File: src/rtl/spi_master_drv.sv
// rtl/spi_master_drv.sv - SPI master frame driver: 11-bit command out, optional 8-bit read back
module spi_master_drv #(
    parameter int RD_GAP  = 2,
    parameter int SS_IDLE = 2
) (
    input  logic        clk,
    input  logic        rst,
    input  logic        cmd_valid,
    input  logic [10:0] cmd_word,
    output logic        cmd_ready,
    output logic [7:0]  rd_data,
    output logic        rd_valid,
    output logic        busy,
    output logic        SS_n,
    output logic        MOSI,
    input  logic        MISO
);

    typedef enum logic [2:0] {
        S_IDLE,
        S_START,
        S_SHIFT,
        S_WAIT,
        S_CAPTURE,
        S_GAP
    } state_t;

    // Last count value in each timed state; counters restart at 0 on every entry.
    localparam logic [3:0] SHIFT_LAST = 4'd10;
    localparam logic [3:0] CAP_LAST   = 4'd7;
    localparam logic [3:0] WAIT_LAST  = (RD_GAP > 0) ? 4'(RD_GAP - 1) : 4'd0;
    localparam logic [3:0] GAP_LAST   = 4'(SS_IDLE - 1);

    state_t      state;
    state_t      state_nxt;
    logic [3:0]  cnt;
    logic [10:0] tx_sreg;
    logic        is_rd;
    logic [7:0]  cap_sreg;
    logic        ss_n_nxt;
    logic        mosi_nxt;
    logic        accept;
    logic        emit_bit;
    logic        cap_done;

    assign cmd_ready = (state == S_IDLE);
    assign busy      = (state != S_IDLE);
    assign accept    = (state == S_IDLE) && cmd_valid;
    // A bit leaves tx_sreg on the START->SHIFT edge and on every SHIFT edge but the last.
    assign emit_bit  = (state == S_START) || ((state == S_SHIFT) && (cnt != SHIFT_LAST));
    assign cap_done  = (state == S_CAPTURE) && (cnt == CAP_LAST);

    // State register and per-state cycle counter, cleared on each state change.
    always_ff @(posedge clk or posedge rst) begin
        if (rst) begin
            state <= S_IDLE;
            cnt   <= 4'd0;
        end else begin
            state <= state_nxt;
            if (state_nxt != state) begin
                cnt <= 4'd0;
            end else if (state != S_IDLE) begin
                cnt <= cnt + 4'd1;
            end
        end
    end

    // Next-state decode plus the values SS_n/MOSI take after the coming edge.
    always_comb begin
        state_nxt = state;
        ss_n_nxt  = 1'b1;
        mosi_nxt  = 1'b0;
        case (state)
            S_IDLE: begin
                if (cmd_valid) begin
                    state_nxt = S_START;
                    ss_n_nxt  = 1'b0;
                end
            end
            S_START: begin
                state_nxt = S_SHIFT;
                ss_n_nxt  = 1'b0;
                mosi_nxt  = tx_sreg[10];
            end
            S_SHIFT: begin
                ss_n_nxt = 1'b0;
                if (cnt == SHIFT_LAST) begin
                    if (!is_rd) begin
                        state_nxt = S_GAP;
                        ss_n_nxt  = 1'b1;
                    end else if (RD_GAP == 0) begin
                        state_nxt = S_CAPTURE;
                    end else begin
                        state_nxt = S_WAIT;
                    end
                end else begin
                    mosi_nxt = tx_sreg[10];
                end
            end
            S_WAIT: begin
                ss_n_nxt = 1'b0;
                if (cnt == WAIT_LAST) begin
                    state_nxt = S_CAPTURE;
                end
            end
            S_CAPTURE: begin
                ss_n_nxt = 1'b0;
                if (cnt == CAP_LAST) begin
                    state_nxt = S_GAP;
                    ss_n_nxt  = 1'b1;
                end
            end
            S_GAP: begin
                if (cnt == GAP_LAST) begin
                    state_nxt = S_IDLE;
                end
            end
            default: begin
                state_nxt = S_IDLE;
            end
        endcase
    end

    // Command latch and MSB-first transmit shifter.
    always_ff @(posedge clk or posedge rst) begin
        if (rst) begin
            tx_sreg <= 11'd0;
            is_rd   <= 1'b0;
        end else if (accept) begin
            tx_sreg <= cmd_word;
            is_rd   <= (cmd_word[10:8] == 3'b111);
        end else if (emit_bit) begin
            tx_sreg <= {tx_sreg[9:0], 1'b0};
        end
    end

    // MISO capture shifter; the final sample goes straight into rd_data.
    always_ff @(posedge clk or posedge rst) begin
        if (rst) begin
            cap_sreg <= 8'd0;
            rd_data  <= 8'd0;
            rd_valid <= 1'b0;
        end else begin
            rd_valid <= cap_done;
            if (state == S_CAPTURE) begin
                cap_sreg <= {cap_sreg[6:0], MISO};
            end
            if (cap_done) begin
                rd_data <= {cap_sreg[6:0], MISO};
            end
        end
    end

    // Registered serial outputs.
    always_ff @(posedge clk or posedge rst) begin
        if (rst) begin
            SS_n <= 1'b1;
            MOSI <= 1'b0;
        end else begin
            SS_n <= ss_n_nxt;
            MOSI <= mosi_nxt;
        end
    end

endmodule

File: config.mk
export PLATFORM = sky130hd
export DESIGN_NAME = spi_master_drv
export DESIGN_NICKNAME = d
export VERILOG_FILES = /design/src/rtl/spi_master_drv.sv
export SDC_FILE = /design/constraint.sdc
export NUM_CORES = 1
export LEC_CHECK = 0
export CAP_MARGIN = 20
export CORE_AREA = 5 5 72 74
export CTS_CLUSTER_SIZE = 25
export DETAILED_ROUTE_END_ITERATION = 8
export DIE_AREA = 0 0 77 79
export PLACE_DENSITY_LB_ADDON = 0.15
export SYNTH_ARGS = -nofsm -noshare
export SYNTH_HDL_FRONTEND = slang
export SYNTH_SLANG_ARGS = --single-unit
File: constraint.sdc
create_clock -name clk -period 2.4 [get_ports clk]
set_input_delay 0.48 -clock clk [delete_from_list [all_inputs] [get_ports clk]]
set_output_delay 0.48 -clock clk [all_outputs]
set_load 0.02 [all_outputs]
==> results of run 1 <==
## cells in the mapped netlist, types with 3 or more instances
| cell type | instances |
|---|---|
| a211oi_1 | 3 |
| a21oi_1 | 11 |
| buf_2 | 7 |
| dfrtp_1 | 36 |
| ha_1 | 3 |
| inv_1 | 9 |
| mux2_2 | 14 |
| nand2_1 | 14 |
| nand2b_1 | 4 |
| nand4_1 | 3 |
| nor2_1 | 15 |
| nor3_1 | 3 |
| o21a_1 | 8 |
| o21ai_1 | 8 |
| o22ai_1 | 9 |
| o31ai_1 | 3 |
## flip-flops by register name, indices dropped and copies added (netlist names)
name      count
tx_sreg      11
rd_data       8
cap_sreg      7
cnt           4
state         3
MOSI          1
SS_n          1
is_rd         1
rd_valid      1
## worst max-delay path, delay by kind of cell, from the launching register on
| kind | cells | cell delay (ps) |
|---|---|---|
| buf+inv | 2 | 690 |
| simple gates | 1 | 500 |
| flops | 1 | 370 |
## power breakdown
part / switching [uW] / internal, uW / leakage, uW / total [uW]
clock network: 211 / 201 / 0.0000450 / 412
logic: 660 / 510 / 0.000500 / 1170
registers: 144 / 804 / 0.000473 / 948
total: 1020 / 1510 / 0.00102 / 2530
## logic make-up after synthesis
family	Yosys count	share of synthesized area [%]
simple gates	53	15.7
mux	15	8.73
xor+xnor	3	1.36
flops	37	47.9
compound gates	53	18.5
buf+inv	22	5.89
fa+ha+maj	3	1.94
## path summary, 6_finish.rpt
path | start | end | slack (ps)
setup / recovery | state[1] | cmd_ready | 80
hold / removal | rd_data[2] | rd_data[2] | 500
setup reg to reg | cnt[1] | cnt[1] | 550
hold reg to reg | rd_data[2] | rd_data[2] | 500
max in group asynchronous | rst | SS_n | 1450
min in group asynchronous | rst | tx_sreg[4] | 600
## stage by stage
step	std cells	hold slack [ps]	area, sq um	utilization, %	setup slack, ps
final	269	504	2330	51.3	81.3
after global routing	269	523	2330	51.3	4.69
after CTS	269	512	2330	51.3	69.0
after detailed placement	261	496	2240	49.5	385
after global placement	261	470	2240	49.5	399
after floorplan	186	475	1930	-	655
## routing by layer
| layer | vias up | GRT usage (%) | routed length (um) |
|---|---|---|---|
| li1 | 719 | - | - |
| met1 | 721 | 17.0 | 1730 |
| met2 | 50 | 23.3 | 1900 |
| met3 | 7 | 4.20 | 225 |
| met4 | 0 | 4.98 | 62 |
| met5 | - | 0 | 0 |
## cell type report
class	instances	area share [%]
clock buffers	6	3.12
clock inverters	2	0.430
inverters	9	1.45
multi-input cells	127	38.4
flip-flops and latches	37	39.8
well taps	54	2.90
repair buffers	34	13.9
==> impl_metrics.env, run 1 <==
export IMPL_ant_nets=0
export IMPL_grt_start_max_net_pins=38
export IMPL_crit_path_cell_trace="or3_1, inv_1, clkdlybuf4s50_1"
export IMPL_drv_cap=0
export IMPL_place_hpwl_um=2730
export IMPL_syn_inst=186
export IMPL_grt_pass1_vias=1453
export IMPL_syn_cell_area_sq_um=1930
export IMPL_cts_resized_gates=0
export IMPL_clkTransAtPathRegs_ps=70
export IMPL_firstDrtPassIters=4
export IMPL_p_leak_uw=0.00102
export IMPL_worstRegToRegCells=6
export IMPL_yosys_warnings=0
export IMPL_antennaDiodeCount=0
export IMPL_layout_common_cells="dfrtp_1 (36), clkdlybuf4s50_1 (27), nor2_1 (15)"
export IMPL_rows=25
export IMPL_ys_seq_area_share_pct=47.9
export IMPL_wirelength_um=3920
export IMPL_cp_slowest_cell="clkdlybuf4s50_1"
export IMPL_synthFlopType="dfrtp_1"
export IMPL_ff_latch_area_sq_um=927
export IMPL_clock_fmax_mhz=431
export IMPL_hold_viol=0
export IMPL_finalCriticalPeriod_ps=2320
export IMPL_hold_path_class="reg -> reg"
export IMPL_hold_depth=1
export IMPL_initial_core_util_pct=42.6
export IMPL_clock_sinks=37
export IMPL_crit_fanout=7
export IMPL_ir_drop_v=0.000605
export IMPL_core_area_sq_um=4540
export IMPL_synth_area_top_cells="dfrtp_1 (47%), mux2_2 (8.2%), o21a_1 (3.1%)"
export IMPL_syn_nets=204
export IMPL_syn_area_per_cell_sq_um=10.4
export IMPL_die_x_um=77
export IMPL_final_common_cell="dfrtp_1"
export IMPL_die_h_um=79
export IMPL_cts_root_buf="clkbuf_8"
export IMPL_power_uw=2530
export IMPL_crit_path_end_kind="primary output"
export IMPL_viasPerCell=5.57
export IMPL_first_iter_violations=100
export IMPL_vias=1497
export IMPL_grt_ovfl_total=0
export IMPL_startpoint_type="register"
export IMPL_min_period_over_period_pct=96.6
export IMPL_post_cts_buffers=0
export IMPL_dieArea_sq_um=6080
export IMPL_drc=0
export IMPL_nets=232
export IMPL_h_tree_depth=2
export IMPL_drive_above_1_share_pct=16.3
export IMPL_synth_seq_cells=37
export IMPL_fin_setup_tns_ps=0
export IMPL_ys_types=45
export IMPL_finalSetupViolCount=0
export IMPL_numCtsBuffers=5
export IMPL_num_fill_cells=407
export IMPL_max_stage_delay_ps=600
export IMPL_ctsHoldBuffers=0
export IMPL_relSlewSlack_pct=57.1
export IMPL_skew_ps=8.44
export IMPL_ys_async_sr_fraction_pct=100
export IMPL_insertion_delay_ps=290
export IMPL_outcome="completed"
export IMPL_cts_tree="built"
export IMPL_ioPinCount=28
export IMPL_synthToLayoutAreaGrowth_pct=20.3
export IMPL_io_buffers=27
export IMPL_globalplace_congestion=0.768
export IMPL_drv_slew=0
export IMPL_rsz0062_at_grt="no"
export IMPL_yosysTopAreaCell="dfrtp_1"
export IMPL_critPathRequiredTime_ps=1920
export IMPL_track_usage_pct=13.9
export IMPL_synth_top_area_share_pct=46.6
export IMPL_synth_edf_count=0
export IMPL_cts_buffer_depth=2
export IMPL_multi_input_area_sq_um=893
export IMPL_wl_per_cell_um=14.6
export IMPL_worstPathArrival_ps=1840
export IMPL_worst_slew_pin_slew_ps=635
export IMPL_path_class="reg -> out"
export IMPL_p_per_area_nw_per_um2=1090
export IMPL_grt_pass1_wl_um=6820
export IMPL_antenna_found_initial=0
Note: power is estimated with default switching activity, not from simulation.
==> run 2: changes to the inputs <==
--- a/config.mk
+++ b/config.mk
@@ -14,3 +14,4 @@
 export SYNTH_ARGS = -nofsm -noshare
 export SYNTH_HDL_FRONTEND = slang
 export SYNTH_SLANG_ARGS = --single-unit
+export TNS_END_PERCENT = 10
==> results of run 2 <==
The final DEF is identical to that of run 1; final timing and power are the same.
==> run 3: changes to the inputs <==
--- a/config.mk
+++ b/config.mk
@@ -5,11 +5,12 @@
 export SDC_FILE = /design/constraint.sdc
 export NUM_CORES = 1
 export LEC_CHECK = 0
+export ABC_AREA = 1
 export CAP_MARGIN = 20
-export CORE_AREA = 5 5 72 74
+export CORE_AREA = 5 5 70 72
 export CTS_CLUSTER_SIZE = 25
 export DETAILED_ROUTE_END_ITERATION = 8
-export DIE_AREA = 0 0 77 79
+export DIE_AREA = 0 0 75 77
 export PLACE_DENSITY_LB_ADDON = 0.15
 export SYNTH_ARGS = -nofsm -noshare
 export SYNTH_HDL_FRONTEND = slang
==> impl_metrics.env, run 3 <==
export IMPL_finalCriticalPeriod_ps=2220
export IMPL_num_fill_cells=411
export IMPL_viasPerCell=4.89
export IMPL_worst_slew_pin_slew_ps=459
export IMPL_synth_top_area_share_pct=49.0
export IMPL_finalSetupViolCount=0
export IMPL_top_register="tx_sreg"
export IMPL_pwr_share_seq_pct=37.9
export IMPL_path_class="reg -> out"
export IMPL_syn_nets=217
export IMPL_h_tree_depth=2
export IMPL_cts_buffer_depth=2
export IMPL_wl_per_cell_um=11.8
export IMPL_highest_layer="met4"
export IMPL_p_leak_uw=0.00105
export IMPL_synthFlopType="dfrtp_1"
export IMPL_startpoint_type="register"
export IMPL_final_common_cell="nand2_1"
export IMPL_drc=0
export IMPL_cts_tree="built"
export IMPL_fin_cells=281
export IMPL_synth_edf_count=0
export IMPL_firstDrtPassIters=4
export IMPL_largest_register_ffs=11
export IMPL_clock_fmax_mhz=451
export IMPL_grt_pass1_wl_um=5550
export IMPL_wirelength_um=3310
export IMPL_place_hpwl_um=2410
export IMPL_clkPwrFrac_pct=19.5
export IMPL_synthTopCellsByCount="nand2_1 (51), dfrtp_1 (36), inv_1 (22)"
export IMPL_numCtsBuffers=5
export IMPL_core_area_sq_um=4230
export IMPL_fin_setup_tns_ps=0
export IMPL_ctsHoldBuffers=0
export IMPL_layout_common_cells="nand2_1 (51), dfrtp_1 (36), clkdlybuf4s50_1 (27)"
export IMPL_syn_area_per_cell_sq_um=9.23
export IMPL_hp_start="rd_data[7]"
export IMPL_grt_pass1_vias=1256
export IMPL_synthToLayoutAreaGrowth_pct=21.1
export IMPL_clock_sinks=37
export IMPL_synth_area_top_cells="dfrtp_1 (49%), nand2_1 (10%), inv_1 (4.5%)"
export IMPL_cts_root_buf="clkbuf_8"
export IMPL_first_iter_violations=79
export IMPL_power_uw=2430
export IMPL_vias=1374
export IMPL_ys_types=27
export IMPL_reg2reg_slack_ps=710
export IMPL_insertion_delay_ps=290
export IMPL_placed_cells=273
export IMPL_ir_drop_v=0.000529
export IMPL_worstRegToRegCells=9
export IMPL_drv_cap=0
export IMPL_p_per_area_nw_per_um2=1090
export IMPL_p_int_uw=1450
export IMPL_grt_start_max_net_pins=38
export IMPL_ioPinCount=28
export IMPL_clkTransAtPathRegs_ps=70
export IMPL_ys_seq_area_share_pct=50.5
export IMPL_hold_path_class="reg -> reg"
export IMPL_rsz0062_at_grt="no"
export IMPL_place_ws_ps=493
export IMPL_die_x_um=75
export IMPL_fin_ws_ps=182
export IMPL_synth_seq_cells=37
export IMPL_crit_path_end_kind="primary output"
export IMPL_power_frac_comb_pct=42.6
export IMPL_met2_length_um=1530
export IMPL_r2r_end="tx_sreg[10]"
export IMPL_antenna_found_initial=0
export IMPL_grt_ovfl_total=0
export IMPL_dieArea_sq_um=5780
export IMPL_post_cts_buffers=0
export IMPL_nets=246
export IMPL_antennaDiodeCount=0
export IMPL_skew_ps=4.56
export IMPL_hold_path_endpoint="rd_data[7]"
export IMPL_min_period_over_period_pct=92.4
export IMPL_ys_async_sr_fraction_pct=100
export IMPL_cts_resized_gates=0
export IMPL_p_switching_uw=979
export IMPL_initial_core_util_pct=43.4
export IMPL_critPathRequiredTime_ps=1920
export IMPL_r2r_start="cnt[0]"
export IMPL_ant_nets=0
export IMPL_routed_wl_met3_um=163
export IMPL_syn_inst=199
export IMPL_drive_above_1_share_pct=15.7
export IMPL_yosysMostFrequentCell="nand2_1"
export IMPL_drv_slew=0
export IMPL_multi_input_area_sq_um=752
export IMPL_hold_viol=0
export IMPL_globalplace_congestion=0.806
export IMPL_crit_fanout=7
export IMPL_reg_top3="tx_sreg: 11 flops, rd_data: 8 flops, cap_sreg: 7 flops"
export IMPL_ff_latch_area_sq_um=927
export IMPL_yosys_warnings=0
export IMPL_syn_cell_area_sq_um=1840
export IMPL_die_h_um=77
export IMPL_relSlewSlack_pct=69.4
export IMPL_hold_slack_ps=472
export IMPL_swShare_pct=40.3
export IMPL_worstPathArrival_ps=1740
export IMPL_yosysTopAreaCell="dfrtp_1"
export IMPL_rows=24
export IMPL_io_buffers=27
export IMPL_hold_depth=2
export IMPL_outcome="completed"
export IMPL_wl_met1_um=1560
export IMPL_track_usage_pct=12.5
run 3: metrics by stage:
stage               util [%]  instance area, sq um
finish                  52.5                  2220
CTS                     52.5                  2220
global placement        50.1                  2120
global route            52.5                  2220
detailed placement      50.1                  2120
floorplan                  -                  1840
run 3: area by class of cell:
class                           count  area share [%]
Multi-Input combinational cell    129            33.8
Clock inverter                      1           0.225
Sequential cell                    37            41.7
Timing Repair Buffer               28            12.5
Tap cell                           52            2.92
Inverter                           27            4.56
Clock buffer                        7            4.33
run 3: how the worst max path moves through the flow:
stage                         from          to  slack, ps  cells after the start
after floorplan             cnt[0]  tx_sreg[9]        960                      8
after global placement    state[1]   cmd_ready        500                      4
after detailed placement  state[1]   cmd_ready        490                      4
after CTS                 state[1]   cmd_ready        170                      4
after global routing      state[0]   cmd_ready        100                      4
final                     state[1]   cmd_ready        180                      4
run 3: kinds of logic (layout without fill, tap and decap cells):
kind of cell | Yosys count | in the layout | share of synthesized area [%]
flip-flops | 37 | 37 | 50.5
XOR/XNOR | 3 | 3 | 1.43
adder cells (fa/ha/maj) | 3 | 3 | 2.04
buffers and inverters | 33 | 63 | 8.58
AND/OR/NAND/NOR | 91 | 91 | 24.1
AO/OA/AOI/OAI | 32 | 32 | 13.4
run 3: critical path, cell delays in order (launching register included):
cell and delay [ps]:
dfrtp_1 450, nor2_4 170, nand2_4 120, inv_1 100, clkdlybuf4s50_1 610
run 3: metal layers:
layer | up-vias | GRT usage (%)
met1 | 646 | 16.6
met3 | 7 | 3.53
li1 | 692 | -
met4 | 0 | 4.80
met2 | 29 | 18.9
met5 | - | 0
run 3: power groups by stage:
stage,sequential [uW],combinational [uW],clock (uW)
2_1_floorplan,914,864,0
3_3_place_gp,934,1030,0
3_5_place_dp,933,1050,0
4_1_cts,922,1050,485
5_1_grt,943,1160,509
6_report,920,1040,474
